--- config.mk ---
export PLATFORM = sky130hd
export DESIGN_NAME = tap_tempo
export DESIGN_NICKNAME = d
export VERILOG_FILES = /design/src/rtl/tap_tempo.sv
export SDC_FILE = /design/constraint.sdc
export NUM_CORES = 1
export LEC_CHECK = 0
export ABC_AREA = 1
export CAP_MARGIN = 40
export CORE_MARGIN = 1
export CORE_UTILIZATION = 50
export CTS_CLUSTER_SIZE = 40
export DETAILED_ROUTE_END_ITERATION = 8
export HOLD_SLACK_MARGIN = 0.05
export PLACE_DENSITY = 0.67
export REMOVE_ABC_BUFFERS = 1
export SKIP_CTS_REPAIR_TIMING = 1
export SLEW_MARGIN = 10
export SYNTH_ARGS = -nofsm -noshare
export SYNTH_HDL_FRONTEND = slang
export SYNTH_SLANG_ARGS = --single-unit
--- constraint.sdc ---
create_clock -name CLK -period 2.51 [get_ports CLK]
set_clock_uncertainty 0.1 [all_clocks]
set_input_delay 0.251 -clock CLK [delete_from_list [all_inputs] [get_ports CLK]]
set_output_delay 0.251 -clock CLK [all_outputs]
set_load 0.1 [all_outputs]
--- src/rtl/tap_tempo.sv ---
// tap_tempo: debounces a tap button, times the gap between taps in 1 ms
// ticks and converts it to beats per minute with a bit-serial divider.
module tap_tempo #(
    parameter int TICK_CYCLES    = 50000,
    parameter int DEBOUNCE_TICKS = 10,
    parameter int TIMEOUT_TICKS  = 2000,
    parameter int BPM_MIN        = 30,
    parameter int BPM_MAX        = 250,
    parameter int BPM_RESET      = 120
) (
    input  logic       CLK,
    input  logic       RST,
    input  logic       TAP,
    output logic [7:0] BPM,
    output logic       BPM_VALID,
    output logic       BUSY,
    output logic       ARMED
);
    localparam int PW = (TICK_CYCLES > 1) ? $clog2(TICK_CYCLES) : 1;
    localparam int DW = (DEBOUNCE_TICKS > 1) ? $clog2(DEBOUNCE_TICKS) : 1;
    localparam logic [PW-1:0] TICK_LAST = PW'(TICK_CYCLES - 1);
    localparam logic [DW-1:0] DB_LAST   = DW'(DEBOUNCE_TICKS - 1);
    localparam logic [15:0]   DIVIDEND  = 16'd60000;
    localparam logic [11:0]   IVL_MAX   = 12'hFFF;

    typedef enum logic [1:0] {S_IDLE, S_ARMED, S_DIVIDE, S_UPDATE} state_t;

    state_t        state_q, state_d;
    logic          sync1_q, sync2_q;
    logic [PW-1:0] presc_q;
    logic [DW-1:0] db_q;
    logic          stable_q;
    logic [11:0]   ivl_q;
    logic [11:0]   div_q;
    logic [11:0]   rem_q, rem_d;
    logic [15:0]   dvd_q, dvd_d;
    logic [3:0]    bit_q;
    logic [7:0]    bpm_q;

    logic          tick, tap_evt, timeout, last_bit;
    logic          start_arm, start_div;
    logic [12:0]   trial;
    logic          q_bit;

    // Saturate the 16-bit quotient into the displayable tempo range.
    function automatic logic [7:0] clamp_bpm(input logic [15:0] q);
        logic [7:0] r;
        if (q < 16'(BPM_MIN))
            r = 8'(BPM_MIN);
        else if (q > 16'(BPM_MAX))
            r = 8'(BPM_MAX);
        else
            r = q[7:0];
        return r;
    endfunction

    assign tick     = (presc_q == TICK_LAST);
    // A press is recognised on the tick where a low stable level gives way.
    assign tap_evt  = tick && (sync2_q != stable_q) && (db_q == DB_LAST) && !stable_q;
    assign timeout  = (ivl_q >= 12'(TIMEOUT_TICKS));
    assign last_bit = (bit_q == 4'd15);

    // Two-flop synchronizer for the asynchronous button.
    always_ff @(posedge CLK) begin
        if (RST) begin
            sync1_q <= 1'b0;
            sync2_q <= 1'b0;
        end else begin
            sync1_q <= TAP;
            sync2_q <= sync1_q;
        end
    end

    // Free-running prescaler producing the 1 ms tick strobe.
    always_ff @(posedge CLK) begin
        if (RST || tick)
            presc_q <= '0;
        else
            presc_q <= presc_q + PW'(1);
    end

    // Debounce: the stable level follows the input only after it has
    // disagreed on DEBOUNCE_TICKS consecutive ticks.
    always_ff @(posedge CLK) begin
        if (RST) begin
            db_q     <= '0;
            stable_q <= 1'b0;
        end else if (sync2_q == stable_q) begin
            db_q <= '0;
        end else if (tick) begin
            if (db_q == DB_LAST) begin
                db_q     <= '0;
                stable_q <= ~stable_q;
            end else begin
                db_q <= db_q + DW'(1);
            end
        end
    end

    // Interval counter: cleared when a measurement starts, counts ticks
    // while armed and sticks at its maximum.
    always_ff @(posedge CLK) begin
        if (RST)
            ivl_q <= '0;
        else if (start_arm || start_div)
            ivl_q <= '0;
        else if (tick && (state_q != S_IDLE) && (ivl_q != IVL_MAX))
            ivl_q <= ivl_q + 12'd1;
    end

    // One restoring-division step: shift in the next dividend bit and
    // subtract the divisor when it fits.
    always_comb begin
        trial = {rem_q, dvd_q[15]};
        q_bit = (trial >= {1'b0, div_q});
        rem_d = q_bit ? 12'(trial - {1'b0, div_q}) : trial[11:0];
        dvd_d = {dvd_q[14:0], q_bit};
    end

    // Divider datapath: load on a new measurement, then one bit per cycle.
    always_ff @(posedge CLK) begin
        if (start_div) begin
            div_q <= (ivl_q == 12'd0) ? 12'd1 : ivl_q;
            rem_q <= '0;
            dvd_q <= DIVIDEND;
            bit_q <= '0;
        end else if (state_q == S_DIVIDE) begin
            rem_q <= rem_d;
            dvd_q <= dvd_d;
            bit_q <= bit_q + 4'd1;
        end
    end

    // BPM register: takes the clamped quotient as the last bit resolves.
    always_ff @(posedge CLK) begin
        if (RST)
            bpm_q <= 8'(BPM_RESET);
        else if ((state_q == S_DIVIDE) && last_bit)
            bpm_q <= clamp_bpm(dvd_d);
    end

    // FSM state register.
    always_ff @(posedge CLK) begin
        if (RST)
            state_q <= S_IDLE;
        else
            state_q <= state_d;
    end

    // FSM next state, measurement start strobes and status outputs.
    always_comb begin
        state_d   = state_q;
        start_arm = 1'b0;
        start_div = 1'b0;
        BUSY      = 1'b0;
        ARMED     = 1'b1;
        BPM_VALID = 1'b0;
        case (state_q)
            S_IDLE: begin
                ARMED = 1'b0;
                if (tap_evt) begin
                    start_arm = 1'b1;
                    state_d   = S_ARMED;
                end
            end
            S_ARMED: begin
                if (timeout) begin
                    state_d = S_IDLE;
                end else if (tap_evt) begin
                    start_div = 1'b1;
                    state_d   = S_DIVIDE;
                end
            end
            S_DIVIDE: begin
                BUSY = 1'b1;
                if (last_bit)
                    state_d = S_UPDATE;
            end
            S_UPDATE: begin
                BPM_VALID = 1'b1;
                state_d   = S_ARMED;
            end
            default: state_d = S_IDLE;
        endcase
    end

    assign BPM = bpm_q;

endmodule

==> out/results.ini <==
[run_status]
outcome=completed

[global_route]
overflow=0
grt_max_degree=43
grt_pass1_vias=3820
grt_pass1_wl_um=17100
antenna_found_initial=0
gr-usage-all-layers_pct=20.9

[yosys]
synthArstFlopShare_pct=0
synth_area_leader_cell=dfxtp_1
yosys.cell_count.top_type=nand2_1
ys_types=45
synth_seq_cells=89
synth_top_area_share_pct=31.0
synth-warning-count=0
synth.area.top_cells=dfxtp_1, nand2_1, inv_1, edfxtp_1, ha_1
synth_common_cells=nand2_1, inv_1, dfxtp_1
netlist_instances=684
syn_avg_cell_area_um2=7.27
synth_edf_count=12
syn_area_um2=4970
ys_seq_area_share_pct=38.3
synthFlopType=dfxtp_1

[route]
vias=4201
routed_via_density=5.09
drt-total-wl_um=10100
wl_met1_um=4830
routed-wl-met3_um=326
post-route-drc-count=0
drt_iter0_markers=116
drtPass1Iterations=4
ant_nets=0
wl_per_cell_um=12.2
top_layer=met4
wl_met2_um=4760

[power]
p_int_mw=1.92
power_per_cell_area_nw_per_um2=464
seqPwrFrac_pct=58.1
peakVddDrop_mv=0.300
p_comb_share_pct=1.3
p_sw_mw=0.567
switching_share_pct=22.7
power.share.clock_pct=40.6
p_leak_nw=2.23

[floorplanning]
dieHeight_um=102
coreArea_um2=9680
die_w_um=102
dieArea_um2=10300
ios=14
fp-row-count=36
start_util_pct=51.3

[placement]
place_congestion=0.928
portBuffers=13
dp_hpwl_um=7560
placed_area_um2=5170

[clock_tree]
cts.sinks=89
cts_buffer_depth=2
cts_root_buf=clkbuf_8
clk_latency_ns=0.35
cts_buffers=9
cts.clk_slew.worst_paths_ns=0.10
htreeDepth=3
cts_tree=done

[setup_path]
startpoint_type=flop
cp_data_required_time_ns=2.66
endpoint_kind=flop
path_class=reg2reg
reg2reg_slack_ns=0.27
critPathMaxFanout=5
worstPathArrival_ns=2.39

[job]
drv_cap=0

[finish]
finalNetCount=713
fin_area_um2=5370
num_antenna_cells=0
area_growth_pct=8.10
final_layout_size_suffix_gt1_share_pct=11.1

[sta]
setup_violations=0
slew_viol_final=0
relSlewSlack_pct=63.5
holdWs_ns=0.323
fin_crit_ns=2.24
fin_crit_sh_pct=89.2
grt_setup_unrepaired=no
worst_pin_slew_ns=0.546
max_freq_mhz=447
hold_violations=0

[min_path]
hold_class=in2reg

[final cells by class]
class	count	area, um^2
multi-input cells	460	2540
clock buffers	9	124
well taps	133	166
clock inverters	6	75.1
fillers	940	4310
flip-flops and latches	89	1900
inverters	109	409
repair buffers	19	160
[placed cells by master (no fill, tap or decap), drive strengths merged]
cell type and count:
o211ai 21, a21o 1, buf 17, clkbuf 9
nand2 166, xnor2 7, nor2 73, clkinv 2
inv 111, nand3 41, o32ai 1, nor3 17
o21ai 22, a21oi 48, fa 1, xor2 12
clkdlybuf4s50 2, nor4 2, ha 21, and2 1
dfxtp 77, nand3b 3, nor3b 1, bufinv 1
or2 5, nand4 14, a31oi 2, clkinvlp 1
o21bai 1, edfxtp 12
[worst paths after layout]
path,from,end,depth (start not counted)
hold / removal,TAP,sync1_q,3
hold reg to reg,sync1_q,sync2_q,2
setup reg to reg,div_q[8],BPM[4],10
setup / recovery,div_q[8],BPM[4],10
[power by group through the flow]
stage                     clock (mW)  combinational, mW  sequential, mW
after detailed placement           0             0.0315            1.48
after CTS                       1.04             0.0316            1.45
after global routing            1.10             0.0361            1.45
final                           1.01             0.0313            1.45
after global placement             0             0.0307            1.48
after floorplan                    0             0.0193            1.48
[cells by family after synthesis]
kind of cell,count (synthesis),share of synthesized area [%]
simple gates,323,29.9
buf+inv,135,10.8
compound gates,96,12.0
flops,89,38.3
fa+ha+maj,22,5.69
xor+xnor,19,3.35
[worst max-delay path: stages, from the launching register on]
cell and delay, ns:
edfxtp_1 0.33, inv_1 0.04, ha_1 0.35, a21oi_1 0.20, nand2_1 0.12, a21oi_2 0.26
nand4_1 0.26, nand2_1 0.20, nand2_1 0.08, o21ai_0 0.16, nand2_1 0.06
[metal layers]
metal  vias to the layer above  track usage [%]
li1                       2195                -
met5                         -                0
met2                        63             36.1
met1                      1927             26.3
met3                        16             3.59
met4                         0             7.25
[flip-flops by register name, indices dropped and copies added (netlist names)]
name and flops:
dvd_q 16, presc_q 16, div_q 12, ivl_q 12
rem_q 12, BPM 8, bit_q 4, db_q 4
state_q 2, stable_q 1, sync1_q 1, sync2_q 1
[per-stage QoR]
| step | power, mW | setup slack [ns] | setup TNS, ns | util (%) | instances |
|---|---|---|---|---|---|
| after floorplan | 1.50 | -0.693 | -8.42 | - | 658 |
| after global placement | 1.51 | 0.240 | 0 | 53.4 | 810 |
| after detailed placement | 1.51 | 0.206 | 0 | 53.4 | 810 |
| after CTS | 2.52 | 0.189 | 0 | 55.4 | 825 |
| after global routing | 2.59 | 0.0648 | 0 | 55.5 | 825 |
| final | 2.49 | 0.272 | 0 | 55.5 | 825 |
No activity file was read; power rests on OpenSTA's default activity.
